[src/rtl/lsu_pkg.sv]
`default_nettype none
// +----------------------------------------------------------------------------+
// | lsu_pkg : shared funct3 codes, FSM states and size decode for lsu_mem_align |
// | Rev 1.0                                                                     |
// +----------------------------------------------------------------------------+
package lsu_pkg;

  localparam logic [2:0] F3_B  = 3'd0;
  localparam logic [2:0] F3_H  = 3'd1;
  localparam logic [2:0] F3_W  = 3'd2;
  localparam logic [2:0] F3_BU = 3'd4;
  localparam logic [2:0] F3_HU = 3'd5;

  typedef enum logic [2:0] {
    S_IDLE = 3'd0,
    S_ACC0 = 3'd1,
    S_ACC1 = 3'd2,
    S_WAIT = 3'd3,
    S_RESP = 3'd4
  } lsu_state_e;

  function automatic logic f3_legal(input logic [2:0] f3);
    return (f3 == F3_B) || (f3 == F3_H) || (f3 == F3_W) ||
           (f3 == F3_BU) || (f3 == F3_HU);
  endfunction

  // Access size in bytes (1, 2 or 4); only meaningful for legal funct3.
  function automatic logic [2:0] f3_size(input logic [2:0] f3);
    case (f3[1:0])
      2'd0:    return 3'd1;
      2'd1:    return 3'd2;
      default: return 3'd4;
    endcase
  endfunction

  function automatic logic [3:0] size_mask(input logic [2:0] size);
    case (size)
      3'd1:    return 4'b0001;
      3'd2:    return 4'b0011;
      default: return 4'b1111;
    endcase
  endfunction

endpackage
`default_nettype wire

[src/rtl/lsu_mem_align_if.sv]
`default_nettype none
// +----------------------------------------------------------------------------+
// | lsu_mem_align_if : MEM-stage request/response and data-memory port bundle  |
// | Rev 1.0                                                                     |
// +----------------------------------------------------------------------------+
interface lsu_mem_align_if #(
  parameter int DM_AW = 10
);
  logic             req_valid;
  logic             req_ready;
  logic             req_we;
  logic [2:0]       req_funct3;
  logic [31:0]      req_addr;
  logic [31:0]      req_wdata;
  logic             resp_valid;
  logic             resp_ready;
  logic [31:0]      resp_data;
  logic             resp_err;
  logic             dm_en;
  logic             dm_we;
  logic [3:0]       dm_be;
  logic [DM_AW-1:0] dm_addr;
  logic [31:0]      dm_wdata;
  logic [31:0]      dm_rdata;

  modport slave (
    input  req_valid, req_we, req_funct3, req_addr, req_wdata, resp_ready, dm_rdata,
    output req_ready, resp_valid, resp_data, resp_err,
           dm_en, dm_we, dm_be, dm_addr, dm_wdata
  );

  modport master (
    output req_valid, req_we, req_funct3, req_addr, req_wdata, resp_ready, dm_rdata,
    input  req_ready, resp_valid, resp_data, resp_err,
           dm_en, dm_we, dm_be, dm_addr, dm_wdata
  );
endinterface
`default_nettype wire

[src/rtl/lsu_load_extract.sv]
`default_nettype none
// +----------------------------------------------------------------------------+
// | lsu_load_extract : shift two DM words down by the byte offset and extend   |
// | Rev 1.0                                                                     |
// +----------------------------------------------------------------------------+
module lsu_load_extract
  import lsu_pkg::*;
(
  input  logic [1:0]  off_i,
  input  logic [2:0]  funct3_i,
  input  logic [63:0] data_i,
  output logic [31:0] result_o
);

  logic [31:0] shifted;

  assign shifted = 32'(data_i >> {off_i, 3'b000});

  always_comb begin
    result_o = '0;
    case (funct3_i)
      F3_B:    result_o = {{24{shifted[7]}}, shifted[7:0]};
      F3_H:    result_o = {{16{shifted[15]}}, shifted[15:0]};
      F3_W:    result_o = shifted;
      F3_BU:   result_o = {24'h0, shifted[7:0]};
      F3_HU:   result_o = {16'h0, shifted[15:0]};
      default: result_o = '0;
    endcase
  end

endmodule
`default_nettype wire

[src/rtl/lsu_mem_align.sv]
`default_nettype none
// +----------------------------------------------------------------------------+
// | lsu_mem_align : RV32I load/store alignment, word-crossing split, extension |
// | Rev 1.0                                                                     |
// +----------------------------------------------------------------------------+
module lsu_mem_align
  import lsu_pkg::*;
#(
  parameter int DM_AW            = 10,
  parameter bit ALLOW_MISALIGNED = 1'b1
) (
  input  logic           clk,
  input  logic           rst,
  lsu_mem_align_if.slave lsu
);

  lsu_state_e       state_q, state_d;
  logic             we_q;
  logic [2:0]       f3_q;
  logic [1:0]       off_q;
  logic [DM_AW-1:0] waddr_q;
  logic [31:0]      wdata_q;
  logic             split_q;
  logic             err_q;
  logic [31:0]      lo_q;
  logic [31:0]      hi_q;

  logic [2:0]       req_size;
  logic             req_split;
  logic             req_bad;
  logic             accept;
  logic [2:0]       size_q;
  logic [7:0]       be_all;
  logic [63:0]      wd_all;
  logic [31:0]      load_res;
  logic             unused_addr_hi;

  logic             req_ready;
  logic             resp_valid;
  logic             dm_en;
  logic             dm_we;
  logic [3:0]       dm_be;
  logic [DM_AW-1:0] dm_addr;
  logic [31:0]      dm_wdata;

  assign unused_addr_hi = ^lsu.req_addr[31:DM_AW+2];

  // A request crosses a word boundary when offset + size spills past lane 3.
  assign req_size  = f3_size(lsu.req_funct3);
  assign req_split = ({1'b0, lsu.req_addr[1:0]} + req_size) > 3'd4;
  assign req_bad   = !f3_legal(lsu.req_funct3) || (req_split && !ALLOW_MISALIGNED);

  assign size_q = f3_size(f3_q);
  assign be_all = {4'b0000, size_mask(size_q)} << off_q;
  assign wd_all = {32'h0, wdata_q} << {off_q, 3'b000};

  always_comb begin
    state_d    = state_q;
    accept     = 1'b0;
    req_ready  = 1'b0;
    resp_valid = 1'b0;
    dm_en      = 1'b0;
    dm_we      = 1'b0;
    dm_be      = '0;
    dm_addr    = '0;
    dm_wdata   = '0;
    case (state_q)
      S_IDLE: begin
        req_ready = 1'b1;
        if (lsu.req_valid) begin
          accept  = 1'b1;
          state_d = req_bad ? S_RESP : S_ACC0;
        end
      end
      S_ACC0: begin
        dm_en    = 1'b1;
        dm_we    = we_q;
        dm_be    = be_all[3:0];
        dm_addr  = waddr_q;
        dm_wdata = wd_all[31:0];
        state_d  = split_q ? S_ACC1 : S_WAIT;
      end
      S_ACC1: begin
        dm_en    = 1'b1;
        dm_we    = we_q;
        dm_be    = be_all[7:4];
        dm_addr  = waddr_q + {{(DM_AW-1){1'b0}}, 1'b1};
        dm_wdata = wd_all[63:32];
        state_d  = S_WAIT;
      end
      S_WAIT: state_d = S_RESP;
      S_RESP: begin
        resp_valid = 1'b1;
        if (lsu.resp_ready) state_d = S_IDLE;
      end
      default: state_d = S_IDLE;
    endcase
  end

  always_ff @(posedge clk or posedge rst) begin
    if (rst) begin
      state_q <= S_IDLE;
    end else begin
      state_q <= state_d;
    end
  end

  // Request latch and read-data capture; the first DM word lands in lo_q.
  always_ff @(posedge clk or posedge rst) begin
    if (rst) begin
      we_q    <= 1'b0;
      f3_q    <= '0;
      off_q   <= '0;
      waddr_q <= '0;
      wdata_q <= '0;
      split_q <= 1'b0;
      err_q   <= 1'b0;
      lo_q    <= '0;
      hi_q    <= '0;
    end else if (accept) begin
      we_q    <= lsu.req_we;
      f3_q    <= lsu.req_funct3;
      off_q   <= lsu.req_addr[1:0];
      waddr_q <= lsu.req_addr[DM_AW+1:2];
      wdata_q <= lsu.req_wdata;
      split_q <= req_split && !req_bad;
      err_q   <= req_bad;
      lo_q    <= '0;
      hi_q    <= '0;
    end else if (!we_q) begin
      if (state_q == S_ACC1) begin
        lo_q <= lsu.dm_rdata;
      end else if (state_q == S_WAIT) begin
        if (split_q) hi_q <= lsu.dm_rdata;
        else         lo_q <= lsu.dm_rdata;
      end
    end
  end

  lsu_load_extract u_extract (
    .off_i    (off_q),
    .funct3_i (f3_q),
    .data_i   ({hi_q, lo_q}),
    .result_o (load_res)
  );

  assign lsu.req_ready  = req_ready;
  assign lsu.resp_valid = resp_valid;
  assign lsu.resp_data  = (resp_valid && !err_q && !we_q) ? load_res : 32'h0;
  assign lsu.resp_err   = resp_valid && err_q;
  assign lsu.dm_en      = dm_en;
  assign lsu.dm_we      = dm_we;
  assign lsu.dm_be      = dm_be;
  assign lsu.dm_addr    = dm_addr;
  assign lsu.dm_wdata   = dm_wdata;

endmodule
`default_nettype wire
[src/flat_wrapper.sv]
// flat-port wrapper written by rule: the top's interface ports become plain ports
module lsu_mem_align_flat import lsu_pkg::*;
#(
  parameter int DM_AW            = 10,
  parameter bit ALLOW_MISALIGNED = 1'b1
)
  (clk, rst, lsu_req_valid, lsu_req_we, lsu_req_funct3, lsu_req_addr, lsu_req_wdata, lsu_resp_ready, lsu_dm_rdata, lsu_req_ready, lsu_resp_valid, lsu_resp_data, lsu_resp_err, lsu_dm_en, lsu_dm_we, lsu_dm_be, lsu_dm_addr, lsu_dm_wdata);
  lsu_mem_align_if #(.DM_AW(DM_AW)) lsu_i ();
  input  logic clk;
  input  logic rst;
  input wire logic [$bits(lsu_i.req_valid)-1:0] lsu_req_valid;
  input wire logic [$bits(lsu_i.req_we)-1:0] lsu_req_we;
  input wire logic [$bits(lsu_i.req_funct3)-1:0] lsu_req_funct3;
  input wire logic [$bits(lsu_i.req_addr)-1:0] lsu_req_addr;
  input wire logic [$bits(lsu_i.req_wdata)-1:0] lsu_req_wdata;
  input wire logic [$bits(lsu_i.resp_ready)-1:0] lsu_resp_ready;
  input wire logic [$bits(lsu_i.dm_rdata)-1:0] lsu_dm_rdata;
  output wire logic [$bits(lsu_i.req_ready)-1:0] lsu_req_ready;
  output wire logic [$bits(lsu_i.resp_valid)-1:0] lsu_resp_valid;
  output wire logic [$bits(lsu_i.resp_data)-1:0] lsu_resp_data;
  output wire logic [$bits(lsu_i.resp_err)-1:0] lsu_resp_err;
  output wire logic [$bits(lsu_i.dm_en)-1:0] lsu_dm_en;
  output wire logic [$bits(lsu_i.dm_we)-1:0] lsu_dm_we;
  output wire logic [$bits(lsu_i.dm_be)-1:0] lsu_dm_be;
  output wire logic [$bits(lsu_i.dm_addr)-1:0] lsu_dm_addr;
  output wire logic [$bits(lsu_i.dm_wdata)-1:0] lsu_dm_wdata;
  assign lsu_i.req_valid = lsu_req_valid;
  assign lsu_i.req_we = lsu_req_we;
  assign lsu_i.req_funct3 = lsu_req_funct3;
  assign lsu_i.req_addr = lsu_req_addr;
  assign lsu_i.req_wdata = lsu_req_wdata;
  assign lsu_i.resp_ready = lsu_resp_ready;
  assign lsu_i.dm_rdata = lsu_dm_rdata;
  assign lsu_req_ready = lsu_i.req_ready;
  assign lsu_resp_valid = lsu_i.resp_valid;
  assign lsu_resp_data = lsu_i.resp_data;
  assign lsu_resp_err = lsu_i.resp_err;
  assign lsu_dm_en = lsu_i.dm_en;
  assign lsu_dm_we = lsu_i.dm_we;
  assign lsu_dm_be = lsu_i.dm_be;
  assign lsu_dm_addr = lsu_i.dm_addr;
  assign lsu_dm_wdata = lsu_i.dm_wdata;
  lsu_mem_align #(.DM_AW(DM_AW), .ALLOW_MISALIGNED(ALLOW_MISALIGNED)) u_core (.clk(clk), .rst(rst), .lsu(lsu_i));
endmodule
[config.mk]
export PLATFORM = sky130hd
export DESIGN_NAME = lsu_mem_align_flat
export DESIGN_NICKNAME = d
export VERILOG_FILES = /design/src/rtl/lsu_pkg.sv /design/src/rtl/lsu_mem_align_if.sv /design/src/rtl/lsu_load_extract.sv /design/src/rtl/lsu_mem_align.sv /design/src/flat_wrapper.sv
export SDC_FILE = /design/constraint.sdc
export NUM_CORES = 1
export LEC_CHECK = 0
export CELL_PAD_IN_SITES_DETAIL_PLACEMENT = 1
export CELL_PAD_IN_SITES_GLOBAL_PLACEMENT = 1
export CORE_AREA = 4 4 135 137
export DETAILED_ROUTE_END_ITERATION = 16
export DIE_AREA = 0 0 139 141
export PLACE_DENSITY = 0.95
export SLEW_MARGIN = 20
export SYNTH_ARGS = -nofsm -noshare
export SYNTH_HDL_FRONTEND = slang
export SYNTH_SLANG_ARGS = --single-unit
[constraint.sdc]
create_clock -name clk -period 5.75 [get_ports clk]
set_input_delay 1.15 -clock clk [delete_from_list [all_inputs] [get_ports clk]]
set_output_delay 1.15 -clock clk [all_outputs]
set_load 0.005 [all_outputs]
## Word-level counts from Yosys, hierarchy flattened

Index checks and enable logic that the tools add are counted.

- Input port bits: 104
- Register bits after elaboration: 117
- Output and inout port bits: 83

- $lt $le $gt $ge: 1
- Reductions and logical operators: 23
- Equality and inequality tests: 21
- Muxes and demuxes: 29
- Add/sub/neg operators: 2
- Shift-type cells: 3

Operators with widths:

| kind | count |
|---|---|
| 2-to-1 mux 32 bit | 11 |
| one-hot mux 32 bit (5 select lines) | 1 |
| one-hot mux 32 bit (2 select lines) | 1 |
| << shifter 32 x 5 -> 64 bit | 1 |
| >> shifter 64 x 5 -> 32 bit | 1 |
| one-hot mux 10 bit (2 select lines) | 1 |
| one-hot mux 4 bit (2 select lines) | 2 |
| == test 3 x 2 -> 1 bit (second input constant) | 5 |
| == test 3 bit (second input constant) | 5 |
| one-hot mux 3 bit (5 select lines) | 1 |
| == test 3 x 1 -> 1 bit (second input constant) | 4 |
| one-hot mux 3 bit (2 select lines) | 2 |
| adder 10 x 1 -> 10 bit (second input constant) | 1 |
| logical NOT 3 bit | 3 |
| 2-to-1 mux 3 bit | 3 |
| << shifter 4 x 2 -> 8 bit | 1 |
| 2-to-1 mux 1 bit | 7 |
| inequality test 2 bit (second input constant) | 3 |
| == test 2 x 1 -> 1 bit (second input constant) | 2 |
| logical AND 1 bit | 4 |
| logical NOT 2 bit | 2 |
| logical OR 1 bit | 4 |
| AND reduction 4 bit | 1 |
| nonzero test 2 bit | 2 |
| other kinds (9) | 11 |

## Longest topological paths before layout

Gate-level depths: netlist of the first run.

- Depth in word-level cells: 8
- Mapped depth: 8

## Hierarchy

Synthesis of the first run repeated with hierarchy kept, for this count alone.

- Cell total of the unflattened synthesis: 824
- Area, all modules: 7,477.2 µm²

By module, submodules not included:

| module | area each (µm²) | times used | cells an instance |
|---|---|---|---|
| lsu_mem_align | 6,257.3 | 1 | 709 |
| lsu_load_extract | 1,219.9 | 1 | 115 |

## Worst setup path after synthesis of the first run

No wires, ideal clock.

- Path kind: register to output
- From: reg u_core.state_q[1]
- To: out lsu_resp_data[21]
- Stages on the path, launching flop included: 6
- Arrival time: 1.551 ns
- Slack: 3.049 ns
- Buffers on the path: 1
- Cells stage by stage: dfrtp_1 nor3b_4 o211ai_2 a2111o_1 buf_2 o21ai_0

- Longest elaborated chain between the ends: 5

RTL lines:

| item | RTL line | source |
|---|---|---|
| from (decl) | lsu_mem_align.sv:17 | `lsu_state_e state_q, state_d;` |
| from (signal assigned) | lsu_mem_align.sv:104 | `state_q <= state_d;` |
| == test 3 bit | lsu_mem_align.sv:67 | `case (state_q)` |
| 2-to-1 mux 1 bit | lsu_mem_align.sv:67 |  |
| net lsu_resp_valid | flat_wrapper.sv:19 | `output wire logic [$bits(lsu_i.resp_valid)-1:0] lsu_resp_valid;` |
| logical AND 1 bit (2 in a row) | lsu_mem_align.sv:149 | `assign lsu.resp_data = (resp_valid && !err_q && !we_q) ? load_res : 32'h0;` |
| 2-to-1 mux 32 bit | lsu_mem_align.sv:149 |  |
| to (decl) | flat_wrapper.sv:20 | `output wire logic [$bits(lsu_i.resp_data)-1:0] lsu_resp_data;` |

The timed path passes the listed nets, and every way through them passes these cells.

## Worst setup path in the final report of the first run

- From: reg u_core.state_q[2]
- To: out lsu_resp_data[31]

- Longest elaborated chain between the ends: 5

RTL lines:

| item | RTL line |
|---|---|
| == test 3 bit | lsu_mem_align.sv:67 |
| 2-to-1 mux 1 bit | lsu_mem_align.sv:67 |
| logical AND 1 bit (2 in a row) | lsu_mem_align.sv:149 |
| 2-to-1 mux 32 bit | lsu_mem_align.sv:149 |

Every way passes these cells.

==> impl_metrics.env, run 1 <==
export IMPL_run_status="completed"
export IMPL_synth_cell_types=54
export IMPL_worst_hold_startpoint="u_core.hi_q[16]$_DFFE_PP0P_"
export IMPL_root_buffer="sky130_fd_sc_hd__clkbuf_16"
export IMPL_detail_route_antenna_nets=0
export IMPL_totalWireLength_mm=21.5
export IMPL_die_area_sq_mm=0.0196
export IMPL_drt_pass1_iter_count=4
export IMPL_final_layout_size_suffix_gt1_share_pct=19.5
export IMPL_ys_warnings_count=0
export IMPL_path_delay_family="compound AO/OA/AOI/OAI gates"
export IMPL_crit_path_cell_trace="nor3b_4 -> o211ai_2 -> a2111o_1 -> o21ai_0 -> clkdlybuf4s50_1"
export IMPL_synth_simple_gate_area_share_pct=11.8
export IMPL_floorplan_core_area_sq_mm=0.0171
export IMPL_finalInstanceArea_sq_mm=0.00883
export IMPL_top_level_ports=187
export IMPL_worst_hold_class="reg2reg"
export IMPL_timing_final_max_slew_violations=0
export IMPL_asyncSetResetFlopFracSynth_pct=100
export IMPL_power_report_internal_total_mw=3.02
export IMPL_setup_violations_final=0
export IMPL_htree_num_levels=3
export IMPL_synthMostInstantiatedCell="sky130_fd_sc_hd__dfrtp_1"
export IMPL_grt_usage_pct=22.0
export IMPL_rsz0062_at_grt="no"
export IMPL_timing_critical_path_required_ns=4.60
export IMPL_critical_path_cell_count=5
export IMPL_cp_slowest_cell="sky130_fd_sc_hd__dfrtp_1"
export IMPL_timing_clock_skew_ns=0.0114
export IMPL_post_drt_via_cell_ratio=5.70
export IMPL_dpl_hpwl_mm=15.2
export IMPL_critical_path_buf_inv_count=1
export IMPL_r2r_cells=4
export IMPL_routabilityCongestion=0.821
export IMPL_diodes=0
export IMPL_netlist_top_cell_by_area="sky130_fd_sc_hd__dfrtp_1"
export IMPL_relSlewSlack_pct=30.6
export IMPL_p_leak_nw=3.58
export IMPL_achievable_frequency_ghz=0.208
export IMPL_worst_hold_path_endpoint="u_core.hi_q[16]$_DFFE_PP0P_"
export IMPL_post_route_min_period_ns=4.81
export IMPL_initial_utilization_pct=39.4
export IMPL_tritoncts_clock_tree="done"
export IMPL_grt_antenna_before_repair=0
export IMPL_commonest_cells_in_the_synthesized_netlist="sky130_fd_sc_hd__dfrtp_1, sky130_fd_sc_hd__mux2_2, sky130_fd_sc_hd__nand2_1, sky130_fd_sc_hd__o21ai_0, sky130_fd_sc_hd__mux4_2"
export IMPL_yosys_area_share_adder_pct=0.671
export IMPL_violation_count_after_the_first_detailed_routing_iteration=298
export IMPL_crit_path_max_incr_delay_ns=0.92
export IMPL_numPortBuffers=166
export IMPL_synth_enable_flop_cells=0
export IMPL_synth_top_family_by_area="multiplexers"
export IMPL_fin_nets=870
export IMPL_setup_worst_path_end_class="output pin"
export IMPL_regToRegEndpoint="u_core.lo_q[7]$_DFFE_PP0P_"
export IMPL_clk_pin_slew_ns=0.08
export IMPL_dieWidth_microns=139
export IMPL_synth_xor_area_share_pct=0.130
export IMPL_cts_setup_buffers=0
export IMPL_postSynthRegisterBits=109
export IMPL_critPathLaunch="u_core.state_q[2]$_DFFE_PP0P_"
export IMPL_cts_path_max_buffers=2
export IMPL_final_seq_area_sq_mm=0.00273
export IMPL_number_of_core_rows=48
export IMPL_worstReg2RegStart="u_core.state_q[2]$_DFFE_PP0P_"
export IMPL_ys_top_cells_by_area="sky130_fd_sc_hd__dfrtp_1, sky130_fd_sc_hd__mux2_2, sky130_fd_sc_hd__mux4_2"
export IMPL_clock_tree_sinks=109
export IMPL_crit_arrival_ns=3.66
export IMPL_fin_crit_sh_pct=83.7
export IMPL_dieHeight_microns=141
export IMPL_synth_top_area_share_pct=40.6
export IMPL_comb_power_share_pct=50.9
export IMPL_syn_cell_area_sq_mm=0.00672
export IMPL_detail_route_wl_per_cell_microns=21.7
export IMPL_power_switching_fraction_pct=39.6
export IMPL_p_switching_mw=1.98
export IMPL_sequentialPowerShare_pct=34.3
export IMPL_grt_overflow_total=0
export IMPL_numCtsBuffers=9
export IMPL_synth_sequential_area_ratio_pct=40.6
export IMPL_max_cap_violations=0
export IMPL_worst_skew_pair_late_latency_ns=0.36
export IMPL_cp_start_kind="register"
export IMPL_post_route_drc_count=0
export IMPL_number_of_inserted_filler_cells_in_the_final_layout=1853
export IMPL_total_number_of_vias=5657
export IMPL_yosys_mux_area_fraction_pct=29.7
export IMPL_postCtsHoldBufs=0
export IMPL_hold_violations=0
export IMPL_timing_hold_worst_path_depth=2
export IMPL_layout_area_overhead_vs_synth_pct=31.5
export IMPL_regToRegSetupSlack_ns=3.08
export IMPL_synth_net_count=735
export IMPL_post_synth_cell_area_avg_sq_um=10.7
export IMPL_worstSetupPathType="reg2out"
export IMPL_pwr_density_cell_mw_per_mm2=566
export IMPL_worst_ir_drop_vdd_mv=0.295
export IMPL_placed_cell_area_sq_mm=0.00848
export IMPL_critical_path_max_fanout=30
export IMPL_grt_max_degree=86
export IMPL_multi_input_area_sq_mm=0.00367
export IMPL_postCtsResizedCells=0
export IMPL_grt_pass1_wl_mm=34.4
export IMPL_post_synthesis_compound_gate_area_fraction_pct=12.2
export IMPL_power_clock_fraction_pct=14.8
export IMPL_totalNegativeSetupSlack_ns=0
export IMPL_hold_ws_ns=0.501
export IMPL_timing_worst_slew_pin_value_ns=1.04
export IMPL_first_global_vias=6143
export IMPL_most_frequently_used_flop_master_after_synthesis="sky130_fd_sc_hd__dfrtp_1"
export IMPL_synthesized_instance_count=628
## power by group through the flow
stage          logic (mW)  clock network [mW]  registers (mW)
5_1_grt              2.77               0.790            1.79
3_3_place_gp         2.42                   0            1.67
2_1_floorplan        1.90                   0            1.40
3_5_place_dp         2.54                   0            1.71
6_report             2.54               0.741            1.71
4_1_cts              2.56               0.758            1.71
## kinds of logic after synthesis
logic type / count (synthesis)
simple gates: 158
mux: 152
compound gates: 134
flops: 109
buf+inv: 71
fa+ha+maj: 3
xor+xnor: 1
## worst max path at each step
stage | endpoint | slack (ns)
after floorplan | u_core.err_q$_DFFE_PP0P_ | 1.73
after global placement | lsu_resp_data[31] | 1.43
after detailed placement | lsu_resp_data[31] | 1.29
after CTS | lsu_resp_data[31] | 0.88
after global routing | lsu_resp_data[31] | 0.68
final | lsu_resp_data[31] | 0.94
## worst register-to-register path, cell delays in order (launching register included)
cell,delay (ns)
sky130_fd_sc_hd__dfrtp_1,0.71
sky130_fd_sc_hd__nor3_2,0.43
sky130_fd_sc_hd__nand2_4,0.58
sky130_fd_sc_hd__and2_1,0.55
sky130_fd_sc_hd__mux2_2,0.28
## through the flow
step / util (%) / power, mW / instances / setup WS [ns]
3_5_place_dp: 49.7 / 4.26 / 977 / 1.29
5_1_grt: 51.8 / 5.34 / 993 / 0.676
3_3_place_gp: 49.7 / 4.09 / 977 / 1.43
2_1_floorplan: - / 3.30 / 628 / 1.73
4_1_cts: 51.8 / 5.03 / 993 / 0.881
6_report: 51.8 / 5.00 / 993 / 0.938
## cell usage in the layout (no fill, tap or decap), drive strengths merged, types with 10 or more instances in the layout
cell type / n
a21oi: 23
o22ai: 12
clkdlybuf4s50: 166
and3: 10
o21ai: 59
a22o: 10
o31ai: 12
nand2: 68
mux4: 28
inv: 24
mux2: 97
clkbuf: 11
mux2i: 27
and2: 26
nor2: 23
dfrtp: 109
## layout make-up
cell class	count	share of cell area [%]
sequential	109	30.9
clock buffer	11	2.75
tap	225	3.19
clock inverter	5	1.20
multi-input combinational	448	41.6
timing repair buffer	172	19.3
inverter	23	1.01
## routing by layer
metal  global-route usage [%]  share of wire (%)  wire, microns
met5                        0                  0              0
met4                     9.42                3.4            728
met3                     2.65                3.2            682
met2                     37.5                 50          10800
met1                     28.5                 43           9290
## registers in the layout, indices dropped and copies added (netlist names)
signal	flops
u_core.split_q	1
u_core.wdata_q	32
u_core.off_q	2
u_core.state_q	3
u_core.we_q	1
u_core.hi_q	24
u_core.lo_q	32
u_core.waddr_q	10
u_core.f3_q	3
u_core.err_q	1
No activity file was read; power rests on OpenSTA's default activity.
==> run 2: changes to the inputs <==
--- a/config.mk
+++ b/config.mk
@@ -7,10 +7,10 @@
 export LEC_CHECK = 0
 export CELL_PAD_IN_SITES_DETAIL_PLACEMENT = 1
 export CELL_PAD_IN_SITES_GLOBAL_PLACEMENT = 1
-export CORE_AREA = 4 4 135 137
+export CORE_AREA = 4 4 146 148
 export DETAILED_ROUTE_END_ITERATION = 16
-export DIE_AREA = 0 0 139 141
-export PLACE_DENSITY = 0.95
+export DIE_AREA = 0 0 150 152
+export PLACE_DENSITY = 0.88
 export SLEW_MARGIN = 20
 export SYNTH_ARGS = -nofsm -noshare
 export SYNTH_HDL_FRONTEND = slang
==> constraint.sdc (replaced) <==
create_clock -name clk -period 4.35 [get_ports clk]
set_input_delay 0.87 -clock clk [delete_from_list [all_inputs] [get_ports clk]]
set_output_delay 0.87 -clock clk [all_outputs]
set_load 0.005 [all_outputs]
==> impl_metrics.env, run 2 (synthesized netlist as in run 1, its figures left out) <==
export IMPL_leading_cell_type_in_the_layout_fill_and_taps_excluded="sky130_fd_sc_hd__clkdlybuf4s50_1"
export IMPL_placed_cell_area_sq_mm=0.00861
export IMPL_timing_final_max_slew_violations=0
export IMPL_largest_registers="u_core.lo_q (32), u_core.wdata_q (32), u_core.hi_q (24)"
export IMPL_crit_arrival_ns=3.06
export IMPL_grt_antenna_before_repair=0
export IMPL_final_layout_size_suffix_gt1_share_pct=20.1
export IMPL_pwr_density_cell_mw_per_mm2=727
export IMPL_dpl_hpwl_mm=15.5
export IMPL_timing_worst_slew_pin_value_ns=0.899
export IMPL_worstSetupPathType="reg2out"
export IMPL_r2r_cells=5
export IMPL_rsz0062_at_grt="no"
export IMPL_clk_pin_slew_ns=0.08
export IMPL_worst_ir_drop_vdd_mv=0.322
export IMPL_worst_hold_path_endpoint="u_core.hi_q[16]$_DFFE_PP0P_"
export IMPL_achievable_frequency_ghz=0.254
export IMPL_worst_hold_startpoint="u_core.hi_q[16]$_DFFE_PP0P_"
export IMPL_timing_hold_worst_path_depth=2
export IMPL_p_leak_nw=3.59
export IMPL_post_drt_via_cell_ratio=5.35
export IMPL_floorplan_core_area_sq_mm=0.0200
export IMPL_max_cap_violations=0
export IMPL_timing_critical_path_required_ns=3.48
export IMPL_run_status="completed"
export IMPL_placedCellCount=1029
export IMPL_cp_start_kind="register"
export IMPL_hold_violations=0
export IMPL_grt_max_degree=69
export IMPL_dieHeight_microns=152
export IMPL_postCtsResizedCells=0
export IMPL_postCtsHoldBufs=0
export IMPL_worstReg2RegStart="u_core.state_q[0]$_DFFE_PP0P_"
export IMPL_fin_nets=877
export IMPL_power_total_mw=6.47
export IMPL_drt_pass1_iter_count=4
export IMPL_worst_hold_class="reg2reg"
export IMPL_numCtsBuffers=9
export IMPL_routabilityCongestion=0.801
export IMPL_root_buffer="sky130_fd_sc_hd__clkbuf_16"
export IMPL_grt_usage_pct=19.1
export IMPL_relSlewSlack_pct=39.9
export IMPL_htree_num_levels=3
export IMPL_setup_worst_path_end_class="output pin"
export IMPL_number_of_core_rows=52
export IMPL_regToRegEndpoint="u_core.lo_q[2]$_DFFE_PP0P_"
export IMPL_fin_crit_sh_pct=90.4
export IMPL_cts_setup_buffers=0
export IMPL_violation_count_after_the_first_detailed_routing_iteration=194
export IMPL_post_route_min_period_ns=3.93
export IMPL_hold_ws_ns=0.494
export IMPL_finalInstanceArea_sq_mm=0.00890
export IMPL_post_route_drc_count=0
export IMPL_critical_path_max_fanout=12
export IMPL_most_common_layout_cells="sky130_fd_sc_hd__clkdlybuf4s50_1, sky130_fd_sc_hd__dfrtp_1, sky130_fd_sc_hd__mux2_2"
export IMPL_diodes=0
export IMPL_worst_skew_pair_late_latency_ns=0.36
export IMPL_grt_pass1_wl_mm=34.4
export IMPL_first_global_vias=5981
export IMPL_die_area_sq_mm=0.0228
export IMPL_regToRegSetupSlack_ns=2.04
export IMPL_grt_overflow_total=0
export IMPL_numPortBuffers=166
export IMPL_initial_utilization_pct=33.5
export IMPL_totalNegativeSetupSlack_ns=0
export IMPL_detail_route_wl_per_cell_microns=20.6
export IMPL_dieWidth_microns=150
export IMPL_finalNonFillerCells=1045
export IMPL_clock_tree_sinks=109
export IMPL_cts_path_max_buffers=2
export IMPL_setup_violations_final=0
export IMPL_layout_area_overhead_vs_synth_pct=32.5
export IMPL_tritoncts_clock_tree="done"
export IMPL_timing_clock_skew_ns=0.00840
export IMPL_total_number_of_vias=5591
export IMPL_totalWireLength_mm=21.5
export IMPL_top_level_ports=187
export IMPL_detail_route_antenna_nets=0
[run 2: per-layer routing]
layer	routed length [microns]	track usage [%]	up-vias
met5	0	0	-
met2	10400	30.8	148
met1	9320	25.2	2841
li1	-	-	2559
met4	892	9.19	0
met3	869	2.53	43
[run 2: where the power goes]
group          total, mW  switching (mW)  internal [mW]  leakage (nW)
clock              0.850           0.400          0.450         0.136
sequential          2.19           0.654           1.53          1.31
combinational       3.44            1.54           1.90          2.14
[run 2: final cells by class]
cell class	count	area, sq um
Sequential cell	109	2730
Clock buffer	11	233
Inverter	23	88.8
Timing Repair Buffer	179	1770
Multi-Input combinational cell	448	3670
Tap cell	270	338
Fill cell	2242	11100
Clock inverter	5	62.6
[run 2: worst max path at each step]
stage | from | endpoint | slack, ns | depth (start not counted)
floorplan | rst | u_core.err_q$_DFFE_PP0P_ | 0.61 | 1
global placement | u_core.state_q[0]$_DFFE_PP0P_ | lsu_resp_data[31] | 0.89 | 6
detailed placement | u_core.state_q[1]$_DFFE_PP0P_ | lsu_dm_be[1] | 0.82 | 5
CTS | u_core.state_q[1]$_DFFE_PP0P_ | lsu_dm_be[1] | 0.41 | 5
global route | u_core.state_q[1]$_DFFE_PP0P_ | lsu_dm_be[1] | 0.18 | 5
finish | u_core.state_q[1]$_DFFE_PP0P_ | lsu_dm_be[1] | 0.42 | 5
[run 2: per-stage QoR]
stage,utilization [%],setup slack (ns)
4_1_cts,44.4,0.411
3_5_place_dp,42.9,0.820
6_report,44.4,0.416
3_3_place_gp,42.9,0.885
5_1_grt,44.4,0.178
2_1_floorplan,-,0.606
[run 2: worst max-delay path, stage by stage, from the launching register on]
cell and delay [ns]:
sky130_fd_sc_hd__dfrtp_1 0.60, sky130_fd_sc_hd__nor3b_2 0.64, sky130_fd_sc_hd__nand2_1 0.46, sky130_fd_sc_hd__o21ai_0 0.29, sky130_fd_sc_hd__o31a_1 0.16, sky130_fd_sc_hd__clkdlybuf4s50_1 0.56
